==> src/rtl/pattern_detector_pkg.sv <==
// pattern_detector_pkg: shared state encoding, default sizes and config helpers for pattern_detector
package pattern_detector_pkg;

    typedef enum logic [1:0] {IDLE, FILL, ARMED} state_t;

    localparam int DEF_MAX_LEN = 8;
    localparam int DEF_CNT_W   = 8;

    function automatic int len_clamp(input int len, input int max_len);
        return (len > max_len) ? max_len : len;
    endfunction

endpackage

==> src/rtl/pattern_detector_sat_counter.sv <==
// sat_counter: saturating up-counter with synchronous clear; clear and increment together yield 1
module sat_counter #(
    parameter int W = 8
) (
    input  logic         clk,
    input  logic         reset,
    input  logic         clr,
    input  logic         inc,
    output logic [W-1:0] q
);

    logic [W-1:0] base;

    assign base = clr ? '0 : q;

    always_ff @(posedge clk) begin
        if (!reset)
            q <= '0;
        else
            q <= base + W'(inc && !(&base));
    end

endmodule

==> src/rtl/pattern_detector.sv <==
// pattern_detector: programmable serial pattern matcher with overlap control and saturating hit count
module pattern_detector
    import pattern_detector_pkg::*;
#(
    parameter  int MAX_LEN = DEF_MAX_LEN,
    parameter  int CNT_W   = DEF_CNT_W,
    localparam int LEN_W   = $clog2(MAX_LEN + 1)
) (
    input  logic               clk,
    input  logic               reset,
    input  logic               cfg_load,
    input  logic [MAX_LEN-1:0] pat,
    input  logic [LEN_W-1:0]   pat_len,
    input  logic               overlap,
    input  logic               en,
    input  logic               data_in,
    input  logic               clr_cnt,
    output logic               match,
    output logic               armed,
    output logic [CNT_W-1:0]   match_cnt
);

    state_t             state, state_nx;
    logic [MAX_LEN-2:0] hist;
    logic [MAX_LEN-1:0] cfg_pat, nh, mask;
    logic [LEN_W-1:0]   fill, fill_inc, cfg_len, len_in;
    logic [LEN_W:0]     fill_p1;
    logic               cfg_ovl, full, hit, restart;

    assign len_in   = LEN_W'(len_clamp(int'(pat_len), MAX_LEN));
    assign nh       = {hist, data_in};
    assign fill_p1  = {1'b0, fill} + 1'b1;
    assign full     = fill_p1 >= {1'b0, cfg_len};
    assign fill_inc = (fill == LEN_W'(MAX_LEN)) ? fill : fill + 1'b1;

    always_comb begin
        mask = '0;
        for (int i = 0; i < MAX_LEN; i++)
            mask[i] = i < int'(cfg_len);
    end

    assign hit     = en && !cfg_load && state != IDLE && full && ((nh ^ cfg_pat) & mask) == '0;
    // a non-overlapping hit forgets the history so the next match needs cfg_len fresh bits
    assign restart = hit && !cfg_ovl;

    always_ff @(posedge clk) begin
        if (!reset) begin
            hist    <= '0;
            fill    <= '0;
            cfg_pat <= '0;
            cfg_len <= '0;
            cfg_ovl <= 1'b0;
            match   <= 1'b0;
        end else begin
            match <= hit;
            if (cfg_load) begin
                cfg_pat <= pat;
                cfg_len <= len_in;
                cfg_ovl <= overlap;
                hist    <= '0;
                fill    <= '0;
            end else if (en) begin
                hist <= restart ? '0 : nh[MAX_LEN-2:0];
                fill <= restart ? '0 : fill_inc;
            end
        end
    end

    always_ff @(posedge clk) begin
        if (!reset)
            state <= IDLE;
        else
            state <= state_nx;
    end

    always_comb begin
        state_nx = state;
        if (cfg_load)
            state_nx = (len_in != '0) ? FILL : IDLE;
        else if (en && state != IDLE)
            state_nx = hit ? ((cfg_ovl || cfg_len == LEN_W'(1)) ? ARMED : FILL)
                           : ((state == FILL && full) ? ARMED : FILL);
    end

    always_comb armed = (state == ARMED);

    sat_counter #(.W(CNT_W)) u_cnt (
        .clk   (clk),
        .reset (reset),
        .clr   (clr_cnt),
        .inc   (hit),
        .q     (match_cnt)
    );

endmodule

==> config.mk <==
export PLATFORM = sky130hd
export DESIGN_NAME = pattern_detector
export DESIGN_NICKNAME = d
export VERILOG_FILES = /design/src/rtl/pattern_detector_pkg.sv /design/src/rtl/pattern_detector_sat_counter.sv /design/src/rtl/pattern_detector.sv
export SDC_FILE = /design/constraint.sdc
export NUM_CORES = 1
export LEC_CHECK = 0
export ABC_AREA = 1
export BUFFER_PORTS_ARGS = -buffer_cell sky130_fd_sc_hd__buf_2
export CAP_MARGIN = 30
export CORE_UTILIZATION = 40
export DETAILED_ROUTE_END_ITERATION = 10
export GPL_TIMING_DRIVEN = 1
export PLACE_DENSITY = 0.73
export SYNTH_ARGS = -nofsm -noshare
export SYNTH_HDL_FRONTEND = slang
export SYNTH_HIERARCHICAL = 1
export SYNTH_SLANG_ARGS = --single-unit
==> constraint.sdc <==
create_clock -name clk -period 2.2 [get_ports clk]
set_input_delay 0 -clock clk [delete_from_list [all_inputs] [get_ports clk]]
set_output_delay 0 -clock clk [all_outputs]
set_load 0.02 [all_outputs]
# Word-level counts from Yosys, hierarchy flattened

Index checks and enable logic that the tools add are counted.

Bits in registers: 35
Word-level logic and storage cells: 59
Bits of input ports: 19

Reductions and logical operators: 19
Add/sub/neg operators: 3
Bitwise operators: 3
Eq/ne operators: 5
$lt $le $gt $ge: 10
Mux-type cells: 11

Operators by type and width:

| operator                                           | number |
|---|---|
| < comparator 3 x 4 -> 1 bit (first input constant) | 4 |
| 2-to-1 mux 4 bit                                   | 3 |
| 2-to-1 mux 2 bit                                   | 5 |
| adder 8 x 1 -> 8 bit                               | 1 |
| AND 8 bit                                          | 1 |
| logical AND 1 bit                                  | 8 |
| logical NOT 8 bit                                  | 1 |
| < comparator 1 x 4 -> 1 bit (first input constant) | 2 |
| < comparator 2 x 4 -> 1 bit (first input constant) | 2 |
| 2-to-1 mux 8 bit                                   | 1 |
| AND reduction 8 bit                                | 1 |
| bitwise XOR 8 bit                                  | 1 |
| 2-to-1 mux 7 bit                                   | 1 |
| adder 4 x 1 -> 5 bit (second input constant)       | 1 |
| >= comparator 5 x 4 -> 1 bit                       | 1 |
| adder 4 x 1 -> 4 bit (second input constant)       | 1 |
| == test 4 x 1 -> 1 bit (second input constant)     | 1 |
| == test 4 bit (second input constant)              | 1 |
| > comparator 4 bit (second input constant)         | 1 |
| nonzero test 2 bit                                 | 2 |
| nonzero test 4 bit                                 | 1 |
| logical NOT 1 bit                                  | 3 |
| == test 2 x 1 -> 1 bit (second input constant)     | 1 |
| == test 2 bit (second input constant)              | 1 |
| other kinds (6)                                    | 6 |

# Depth between registers and ports, before layout

Gate-level depths: netlist of run 1.

Word-level depth: 8
Gate-level depth with buffers: 18
Depth with buffers taken out: 18

# By module

The synthesis of run 1 kept the hierarchy.

Modules (own cells, without submodules):

| module           | cells an instance | seq. area each (µm²) | instances | area each (µm²) |
|---|---|---|---|---|
| pattern_detector | 232               | 540.5                | 1         | 1511.4 |
| sat_counter      | 67                | 160.2                | 1         | 451.7 |

# Least setup slack after synthesis of run 1

No wires, ideal clock.

Kind: register -> register
From: reg fill[0]
To: reg u_cnt.q[6]
Path slack: -0.176 ns
Stages on the path, launching flop included: 19
Arrival: 2.261 ns
Library setup time: 0.115 ns
Buffers on the path: 0
Clock period less this slack: 2.376 ns
Required time: 2.085 ns
Cells stage by stage: dfxtp_1 > inv_1 > ha_1 > ha_1 > inv_2 > nor2_1 > o21ai_1 > nand4_1 > nand2_1 > nor2_2 > nand2_1 > inv_1 > ha_1 > ha_1 > nand3_2 > nor2_4 > nand3_1 > nand2_1 > nor2_1

Cells in the longest elaborated chain, start to end: 6

RTL lines:

| element                         | RTL line                           | RTL |
|---|---|---|
| start, declared                 | pattern_detector.sv:26             | `logic [LEN_W-1:0] fill, fill_inc, cfg_len, len_in;` |
| start signal, assigned          | pattern_detector.sv:64             | `fill <= restart ? '0 : fill_inc;` |
| adder 4 x 1 -> 5 bit            | pattern_detector.sv:32             | `assign fill_p1 = {1'b0, fill} + 1'b1;` |
| >= comparator 5 x 4 -> 1 bit    | pattern_detector.sv:33             | `assign full = fill_p1 >= {1'b0, cfg_len};` |
| logical AND 1 bit (2 in series) | pattern_detector.sv:42             | `assign hit = en && !cfg_load && state != IDLE && full && ((nh ^ cfg_pat) & mask) == '0;` |
| net hit                         | pattern_detector.sv:28             | `logic cfg_ovl, full, hit, restart;` |
| logical AND 1 bit               | pattern_detector_sat_counter.sv:20 | `q <= base + W'(inc && !(&base));` |
| adder 8 x 1 -> 8 bit            | pattern_detector_sat_counter.sv:20 |  |
| end signal, assigned            | pattern_detector_sat_counter.sv:20 |  |
| end, declared                   | pattern_detector_sat_counter.sv:9  | `output logic [W-1:0] q` |

The timed path passes the listed nets, and every way through them passes these cells.
A chain may end at the register's enable or synchronous reset.

# Worst setup path after layout of run 1

From: reg fill[1]
To: reg u_cnt.q[4]

The elaborated chain is that of the path after synthesis.

==> impl_metrics.yaml, run 1 <==
hold_path:
  worstHoldPathType: "primary input to flop"
  min_from: "pat[6]"
  whs_endpoint: "cfg_pat[6]$_SDFFE_PN0P_"
  whs_path_depth: 3
synth:
  yosys.area_share.simple: 0.344
  syn_avg_cell_area_um2: 6.57
  synth_top_family_by_area: "simple AND/OR/NAND/NOR gates"
  synth_compound_area_frac: 0.126
  yosys-mux-area-fraction: 0
  synthTopCellsByArea: "dfxtp_1, nand2_1, inv_1"
  synth.largest_area_cell: "dfxtp_1"
  ys_ff_latch: 35
  synth_area_um2: 1960
  yosysWarnings: 6
  synth_top_area_frac: 0.357
  syn_nets: 326
  yosys.area_share.adder: 0.0510
  syn_inst: 299
  synth.distinct_cells: 27
  synth_xor_area_frac: 0.00892
  seq_area_frac_synth: 0.357
setup_path:
  cp.required_ns: 2.42
  r2r_end: "u_cnt/q[4]$_SDFF_PN0_"
  worst_setup_path_start_kind: "flop"
  worst_ep_arrival_time_ns: 2.70
  crit_top_cell: "ha_4"
  crit_fanout: 4
  crit_start: "fill[1]$_SDFFE_PP0P_"
  reg2reg_depth: 17
  max_stage_delay_ns: 0.37
  criticalPathCategory: "flop to flop"
  cp-end-kind: "flop"
  cp_slowest_cell: "dfxtp_4"
  cp_cell_sequence: "ha_4 > xor2_4 > ha_4 > nand2_2 > nor2_2 > o21ai_2 > nand4_1 > nand2_2 > nor2_4 > nand2_2 > inv_2 > ha_4 > ha_4 > nand3_4 > nor2_4 > nand2_1 > a21boi_2"
  crit_family: "simple AND/OR/NAND/NOR gates"
  crit_buf_inv: 1
  r2r_slack_ns: -0.28
  r2r_start: "fill[1]$_SDFFE_PP0P_"
detailed_routing:
  met1_length_um: 2180
  drc: 0
  ant_nets: 0
  wl_per_cell_um: 12.3
  highest_layer: "met4"
  first_pass_iters: 4
  drtIter0Drc: 72
  viasPerCell: 4.91
  vias: 2113
  wl_um: 5300
  dr_wl_met2_um: 2790
  wl_met3_um: 205
layout:
  final_cells: 430
  register_area_um2: 709
  utilization: 0.582
  layout-drive-gt1-share: 0.278
  syn_to_final_growth_pct: 40.1
  mostFrequentLayoutCell: "nand2_1"
  diodes: 0
  finalNetCount: 389
  final_cell_mix: "nand2_1, inv_1, dfxtp_1, nor2_1, buf_2"
  multi_input_area_um2: 1190
  fillers: 432
job:
  cap_violations: 0
global_route:
  grt_usage: 0.210
  grt_pass1_vias: 2047
  grt_overflow: 0
  grt_max_degree: 22
  grt_pass1_wl_um: 8410
  antenna_found_initial: 0
floorplanning:
  pin_count: 29
  dieWidth_um: 72.1
  core_area_um2: 4720
  std_cell_rows: 25
  die_h_um: 72.1
  initial_utilization: 0.416
  fp.dieArea_um2: 5190
clock_network:
  clk_pin_slew_worst_paths_ns: 0.07
  htree_levels: 2
  cts_made_buffers: 5
  cts.sinks: 35
  clockRootBuffer: "clkbuf_8"
  worst_skew_pair.late_latency_ns: 0.28
  ctsLongestPathBuffers: 2
  cts_tree: "built"
timing:
  timing.final.crit_share: 1.13
  setup_slack_ns: -0.277
  fmax_mhz: 404
  slew_headroom: 0.738
  final-hold-violation-count: 0
  skew_ns: 0.00443
  rsz0062_at_grt: "yes"
  worstMarginPinSlew_ns: 0.389
  drv_slew: 0
  setup_viol: 10
  min_period_ns: 2.48
placement:
  gp_congestion: 0.930
  placed_cells: 404
  hpwl_um: 3570
  port_buffers: 28
status:
  failed_checks: "negative setup slack"
  status: "finished with violations"
power_and_ir_drop:
  leakagePower_nw: 1.26
  power.density_nw_per_um2: 596
  finalPower_mw: 1.64
  vdd_drop_max_v: 0.000369
worst max-delay path by stage:
stage	end	slack [ns]	cells past startpoint
6_report	u_cnt/q[4]$_SDFF_PN0_	-0.28	17
4_1_cts	u_cnt/q[6]$_SDFF_PN0_	-0.13	18
2_1_floorplan	u_cnt/q[6]$_SDFF_PN0_	-0.13	18
5_1_grt	u_cnt/q[6]$_SDFF_PN0_	-0.44	18
3_5_place_dp	u_cnt/q[6]$_SDFF_PN0_	-0.26	18
3_3_place_gp	u_cnt/q[6]$_SDFF_PN0_	-0.21	18
synthesized netlist by cell type:
| master | instances |
|---|---|
| nor2_2 | 2 |
| nand4_1 | 2 |
| xor2_1 | 2 |
| inv_2 | 8 |
| o21ai_1 | 8 |
| a21oi_1 | 23 |
| o21ai_0 | 9 |
| inv_4 | 1 |
| ha_1 | 8 |
| inv_1 | 41 |
| a211oi_1 | 1 |
| a21boi_1 | 2 |
| nand2_1 | 72 |
| buf_6 | 1 |
| nor3_4 | 1 |
| a32o_1 | 1 |
| o211ai_1 | 1 |
| nor2_1 | 32 |
| clkbuf_1 | 6 |
| nor3_1 | 3 |
| nand2_2 | 3 |
| nand3_1 | 30 |
| a31oi_1 | 1 |
| dfxtp_1 | 35 |
| nor4_1 | 1 |
| nor2_4 | 2 |
| nand3_2 | 3 |
state kept, by name (all words and copies together) (netlist names):
register  cells
cfg_len       4
cfg_ovl       1
cfg_pat       8
fill          4
hist          7
match         1
state         2
u_cnt/q       8
cells by family (layout without fill, tap and decap cells):
kind of cell,Yosys count,count (layout)
compound gates,46,46
xor+xnor,2,2
simple gates,151,151
fa+ha+maj,8,8
flops,35,35
buf+inv,57,121
metrics by stage:
stage | setup slack, ns | TNS (ns) | instance area (um2) | hold WS, ns
2_1_floorplan | -0.129 | -0.228 | 1970 | 0.0935
3_3_place_gp | -0.207 | -0.608 | 2290 | 0.222
3_5_place_dp | -0.264 | -0.900 | 2290 | 0.231
4_1_cts | -0.134 | -0.542 | 2650 | 0.000850
5_1_grt | -0.438 | -2.88 | 2750 | 0.00488
6_report | -0.277 | -1.59 | 2750 | 0.00425
report_power, final:
group          internal [mW]  total, mW  switching (mW)
sequential             0.653      0.670          0.0168
clock                  0.453      0.685           0.232
combinational          0.128      0.284           0.156
timing repair:
action                                 CTS  global route
setup buffers                            5             2
endpoints found under the hold margin   12             0
setup endpoints to repair                7            21
gates resized for setup                 11            20
hold buffers                            12             0
pin swaps                                7            17
per-layer routing:
| metal | track usage | up-vias |
|---|---|---|
| met5 | 0 | - |
| met4 | 0.0980 | 0 |
| met3 | 0.0486 | 14 |
| met2 | 0.403 | 56 |
| met1 | 0.213 | 967 |
| li1 | - | 1076 |
worst register-to-register path: cells and delay by family, from the launching register on:
family / cells / cell delay [ns]
and+or+nand+nor: 9 / 0.88
adders and majority gates: 4 / 0.72
DFF: 1 / 0.37
AOI/OAI and AO/OA: 2 / 0.20
xor gates and xnor gates: 1 / 0.19
buffers and inverters: 1 / 0.06
final cells by class:
class | count | share of cell area
tap | 67 | 0.0305
clock inverter | 2 | 0.0218
sequential | 35 | 0.258
timing repair buffer | 63 | 0.160
multi-input combinational | 207 | 0.434
inverter | 50 | 0.0692
clock buffer | 6 | 0.0264
No activity file was read; power rests on OpenSTA's default activity.
==> inputs of run 2 (changes only) <==
--- a/config.mk
+++ b/config.mk
@@ -8,6 +8,7 @@
 export ABC_AREA = 1
 export BUFFER_PORTS_ARGS = -buffer_cell sky130_fd_sc_hd__buf_2
 export CAP_MARGIN = 30
+export CORE_ASPECT_RATIO = 0.5
 export CORE_UTILIZATION = 40
 export DETAILED_ROUTE_END_ITERATION = 10
 export GPL_TIMING_DRIVEN = 1
==> run 2 against run 1 <==
The flow still finishes with violations (negative setup slack). Die area increased by 0.33%. Final cell count unchanged. Combinational power about the same. Clock-buffer cell count decreased by 1. Power increased by 0.80%. Setup slack improved by 0.015 ns. Sequential cell count unchanged. Sequential power about the same. Clock skew increased by 0.0063 ns. Critical path type unchanged.
==> impl_metrics.yaml, run 2 (same netlist as run 1, synthesis figures left out) <==
layout:
  diodes: 0
  layout-drive-gt1-share: 0.308
  syn_to_final_growth_pct: 39.9
  top_regs: "cfg_pat x8, u_cnt/q x8, hist x7"
  final_area_um2: 2750
  final_cell_mix: "nand2_1, inv_1, dfxtp_1, nand3_1, buf_2"
  finalNetCount: 390
  utilization: 0.603
  fillers: 410
  mostFrequentLayoutCell: "nand2_1"
detailed_routing:
  wl_per_cell_um: 12.8
  wl_um: 5500
  vias: 2172
  first_pass_iters: 4
  ant_nets: 0
  viasPerCell: 5.05
  drtIter0Drc: 159
  drc: 0
timing:
  skew_ns: 0.0107
  rsz0062_at_grt: "yes"
  setup_slack_ns: -0.262
  fmax_mhz: 406
  final-hold-violation-count: 0
  drv_slew: 0
  slew_headroom: 0.681
  setup_viol: 9
  min_period_ns: 2.46
  timing.final.crit_share: 1.12
  worstMarginPinSlew_ns: 0.477
floorplanning:
  initial_utilization: 0.431
  core_area_um2: 4550
  fp.dieArea_um2: 5210
  pin_count: 29
  std_cell_rows: 17
  die_h_um: 51.5
  dieWidth_um: 101
status:
  failed_checks: "negative setup slack"
  status: "finished with violations"
hold_path:
  whs_path_depth: 3
  whs_endpoint: "hist[0]$_SDFFE_PP0P_"
  worstHoldPathType: "primary input to flop"
  min_from: "data_in"
power_and_ir_drop:
  switching_share: 0.258
  leakagePower_nw: 1.28
  intPower_mw: 1.23
  vdd_drop_max_v: 0.000272
  power_switching_mw: 0.425
  p_comb_frac: 0.174
  p_clk_frac: 0.421
  p_seq_frac: 0.405
  power.density_nw_per_um2: 601
global_route:
  gr-max-usage-layer: "met2"
  grt_usage: 0.210
  groute.layer.met3.usage: 0.0551
  antenna_found_initial: 0
  grt_pass1_wl_um: 8470
  grt_pass1_vias: 1933
  grt_overflow: 0
  grt_max_degree: 22
  gr-usage-met1: 0.265
  grt_util_met2: 0.362
clock_network:
  ctsLongestPathBuffers: 2
  cts.sinks: 35
  clk_pin_slew_worst_paths_ns: 0.08
  cts_tree: "built"
  clockRootBuffer: "clkbuf_8"
  cts_made_buffers: 5
  worst_skew_pair.late_latency_ns: 0.29
  htree_levels: 2
setup_path:
  worst_setup_path_start_kind: "flop"
  criticalPathCategory: "flop to flop"
  worst_ep_arrival_time_ns: 2.64
  r2r_end: "u_cnt/q[5]$_SDFF_PN0_"
  crit_fanout: 6
  reg2reg_depth: 18
  crit_start: "fill[0]$_SDFFE_PP0P_"
  cp-end-kind: "flop"
  r2r_start: "fill[0]$_SDFFE_PP0P_"
  cp.required_ns: 2.38
  r2r_slack_ns: -0.26
job:
  cap_violations: 0
placement:
  place_area_um2: 2280
  gp_congestion: 0.936
  port_buffers: 28
  hpwl_um: 3430
-- run 2: cell count changes in the layout (fill, tap and decap cells not counted), sizes merged --
cell	delta
clkbuf	-1
dlygate4sd3	-6
nand3	+1
clkinvlp	+1
buf	+6
-- run 2: cell type report --
cell class | count | area (um2) | area share
Multi-Input combinational cell | 208 | 1200 | 0.437
Sequential cell | 35 | 708 | 0.258
Clock inverter | 3 | 67.6 | 0.0246
Timing Repair Buffer | 63 | 425 | 0.155
Inverter | 50 | 193 | 0.0702
Clock buffer | 5 | 68.8 | 0.0251
Tap cell | 66 | 82.6 | 0.0301
-- run 2: how the worst max path moves through the flow --
stage                       endpoint  slack (ns)
3_3_place_gp   u_cnt/q[6]$_SDFF_PN0_       -0.22
4_1_cts        u_cnt/q[5]$_SDFF_PN0_       -0.27
3_5_place_dp   u_cnt/q[6]$_SDFF_PN0_       -0.34
2_1_floorplan  u_cnt/q[6]$_SDFF_PN0_       -0.13
6_report       u_cnt/q[5]$_SDFF_PN0_       -0.26
5_1_grt        u_cnt/q[5]$_SDFF_PN0_       -0.44
-- run 2: worst max-delay path, stage by stage, from the launching register on --
cell     delay [ns]
dfxtp_4        0.37
ha_4           0.17
xor2_2         0.15
ha_1           0.31
nand2_1        0.07
nor2_2         0.10
o21ai_2        0.08
nand4_1        0.11
nand2_1        0.10
nor2_2         0.11
nand2_1        0.07
inv_2          0.06
ha_4           0.14
buf_6          0.10
nand2_4        0.04
nor2_4         0.14
nand2_1        0.07
o21ai_1        0.12
nor2_1         0.05
-- run 2: what timing repair did --
item	in CTS	in global routing
pin swaps	16	13
gates resized for setup	14	21
hold endpoints to repair	5	1
hold buffers	5	1
buffers inserted	13	3
endpoints found under the setup margin	7	21
gates cloned	0	1
-- run 2: power by group through the flow --
stage                     combinational, mW  sequential [mW]  clock, mW
after floorplan                       0.128            0.681          0
after global placement                0.201            0.683          0
after detailed placement              0.206            0.684          0
after CTS                             0.247            0.668      0.702
after global routing                  0.312            0.671      0.741
final                                 0.287            0.669      0.696
-- run 2: routing by layer --
metal / up-vias / part of all wire
met5: - / 0
met4: 0 / 0.015
met3: 8 / 0.069
met2: 79 / 0.46
met1: 1007 / 0.45
li1: 1078 / -
-- run 2: metrics by stage --
stage                     setup TNS (ns)  total power, mW  worst slack (ns)  hold WS, ns  instances
after floorplan                   -0.228            0.810            -0.129       0.0935        299
after global placement            -0.919            0.883            -0.222        0.229        402
after detailed placement           -1.73            0.890            -0.344        0.240        402
after CTS                          -2.99             1.62            -0.270      0.00161        428
after global routing               -3.95             1.72            -0.437       0.0131        430
final                              -1.82             1.65            -0.262       0.0134        430
==> inputs of run 3 (changes only) <==
--- a/config.mk
+++ b/config.mk
@@ -13,6 +13,7 @@
 export DETAILED_ROUTE_END_ITERATION = 10
 export GPL_TIMING_DRIVEN = 1
 export PLACE_DENSITY = 0.73
+export REMOVE_ABC_BUFFERS = 1
 export SYNTH_ARGS = -nofsm -noshare
 export SYNTH_HDL_FRONTEND = slang
 export SYNTH_HIERARCHICAL = 1
==> run 3 against run 2 <==
The run still ends with negative setup slack left. Fmax down 2.8%. Combinational power up 9.8%. Clock-buffer cell count unchanged. Clock skew about the same. Design area up 4.8%. Critical path type unchanged. Largest power group unchanged. Highest routed layer unchanged.
==> impl_metrics.yaml, run 3 (same netlist as run 1, synthesis figures left out) <==
floorplanning:
  dieWidth_um: 101
  core_area_um2: 4550
  fp.dieArea_um2: 5210
  die_h_um: 51.5
  pin_count: 29
  initial_utilization: 0.431
  std_cell_rows: 17
clock_network:
  cts_tree: "built"
  clk_pin_slew_worst_paths_ns: 0.08
  worst_skew_pair.late_latency_ns: 0.30
  cts_made_buffers: 5
  ctsLongestPathBuffers: 2
  clockRootBuffer: "clkbuf_8"
  htree_levels: 2
  cts.sinks: 35
hold_path:
  worstHoldPathType: "primary input to flop"
timing:
  fmax_mhz: 395
  tns_ns: -2.07
  skew_ns: 0.0105
  min_period_ns: 2.53
  final-hold-violation-count: 0
  setup_slack_ns: -0.332
  worstMarginPinSlew_ns: 0.437
  rsz0062_at_grt: "yes"
  setup_viol: 9
  drv_slew: 0
  timing.final.crit_share: 1.15
  slew_headroom: 0.708
  whs_ns: 0.0177
layout:
  mostFrequentLayoutCell: "nand2_1"
  layout-drive-gt1-share: 0.334
  finalNetCount: 397
  final_cell_mix: "nand2_1, inv_1, dfxtp_1, nor2_1"
  syn_to_final_growth_pct: 46.6
  top_regs: "cfg_pat x8, u_cnt/q x8, hist x7"
  diodes: 0
placement:
  port_buffers: 28
  gp_congestion: 0.867
  hpwl_um: 3550
detailed_routing:
  drc: 0
  first_pass_iters: 5
  viasPerCell: 5.02
  wl_per_cell_um: 13.1
  wl_um: 5740
  ant_nets: 0
  drtIter0Drc: 123
  vias: 2193
setup_path:
  worst_setup_path_start_kind: "flop"
  cp-end-kind: "flop"
  cp.required_ns: 2.40
  criticalPathCategory: "flop to flop"
  crit_fanout: 4
  worst_ep_arrival_time_ns: 2.73
global_route:
  grt_max_degree: 22
  grt_pass1_vias: 2065
  grt_pass1_wl_um: 8830
  grt_usage: 0.225
  grt_overflow: 0
  antenna_found_initial: 0
power_and_ir_drop:
  power_switching_mw: 0.443
  switching_share: 0.263
  finalPower_mw: 1.69
  p_comb_frac: 0.186
  intPower_mw: 1.24
  leakagePower_nw: 1.31
  p_clk_frac: 0.417
  power.density_nw_per_um2: 586
  p_seq_frac: 0.396
  vdd_drop_max_v: 0.000301
status:
  status: "finished with violations"
  failed_checks: "negative setup slack"
job:
  cap_violations: 0
run 3: changes by cell type in the layout (fill, tap and decap cells not counted), sizes merged:
cell,delta
dlygate4sd3,+6
buf,+2
nand3,-1
run 3: final timing paths:
path / from / to / slack (ns) / cells after the start
setup reg to reg: fill[1]$_SDFFE_PP0P_ / u_cnt/q[2]$_SDFF_PN0_ / -0.33 / 16
setup / recovery: fill[1]$_SDFFE_PP0P_ / u_cnt/q[2]$_SDFF_PN0_ / -0.33 / 16
hold / removal: pat[2] / cfg_pat[2]$_SDFFE_PN0P_ / 0.02 / 3
hold reg to reg: cfg_pat[0]$_SDFFE_PN0P_ / cfg_pat[0]$_SDFFE_PN0P_ / 0.48 / 2
run 3: area by class of cell:
class	instances	area, um2
clock inverter	3	67.6
fill	384	1670
inverter	50	190
timing repair buffer	71	504
tap	66	82.6
multi-input combinational	207	1260
sequential	35	708
clock buffer	5	68.8
run 3: critical path, cell delays in order, from the launching register on:
cell and delay (ns):
dfxtp_4 0.38, nand3_2 0.10, xor2_2 0.16, ha_1 0.33
buf_4 0.16, a21oi_4 0.13, nand4_1 0.19, nand2_2 0.15
nor2_4 0.05, nand2_1 0.06, inv_2 0.04, ha_4 0.16
ha_4 0.16, buf_4 0.12, buf_4 0.12, nor2_1 0.08
nor2_1 0.04
run 3: power by group through the flow:
stage	clock, mW	combinational [mW]	sequential, mW
after CTS	0.719	0.263	0.668
after global routing	0.750	0.342	0.671
after floorplan	0	0.121	0.681
after detailed placement	0	0.208	0.683
final	0.704	0.315	0.669
after global placement	0	0.202	0.682
run 3: stage by stage:
stage	setup WS [ns]	instances	utilization	instance area [um2]
2_1_floorplan	-0.176	292	-	1930
6_report	-0.332	437	0.632	2880
4_1_cts	-0.242	435	0.595	2710
3_5_place_dp	-0.425	404	0.502	2290
3_3_place_gp	-0.280	404	0.502	2290
5_1_grt	-0.453	437	0.632	2880
run 3: routing by layer:
layer	up-vias	share of wire	routed length [um]	track usage
li1	1092	-	-	-
met3	20	0.056	324	0.0511
met4	0	0.027	156	0.133
met5	-	0	0	0
met1	993	0.44	2500	0.255
met2	88	0.48	2760	0.396
run 3: timing repair:
action	CTS	global route
endpoints found under the hold margin	12	0
buffers inserted	11	4
cloned	0	0
gates resized for setup	16	36
endpoints found under the setup margin	8	22
hold buffers	12	0
pin swaps	15	24
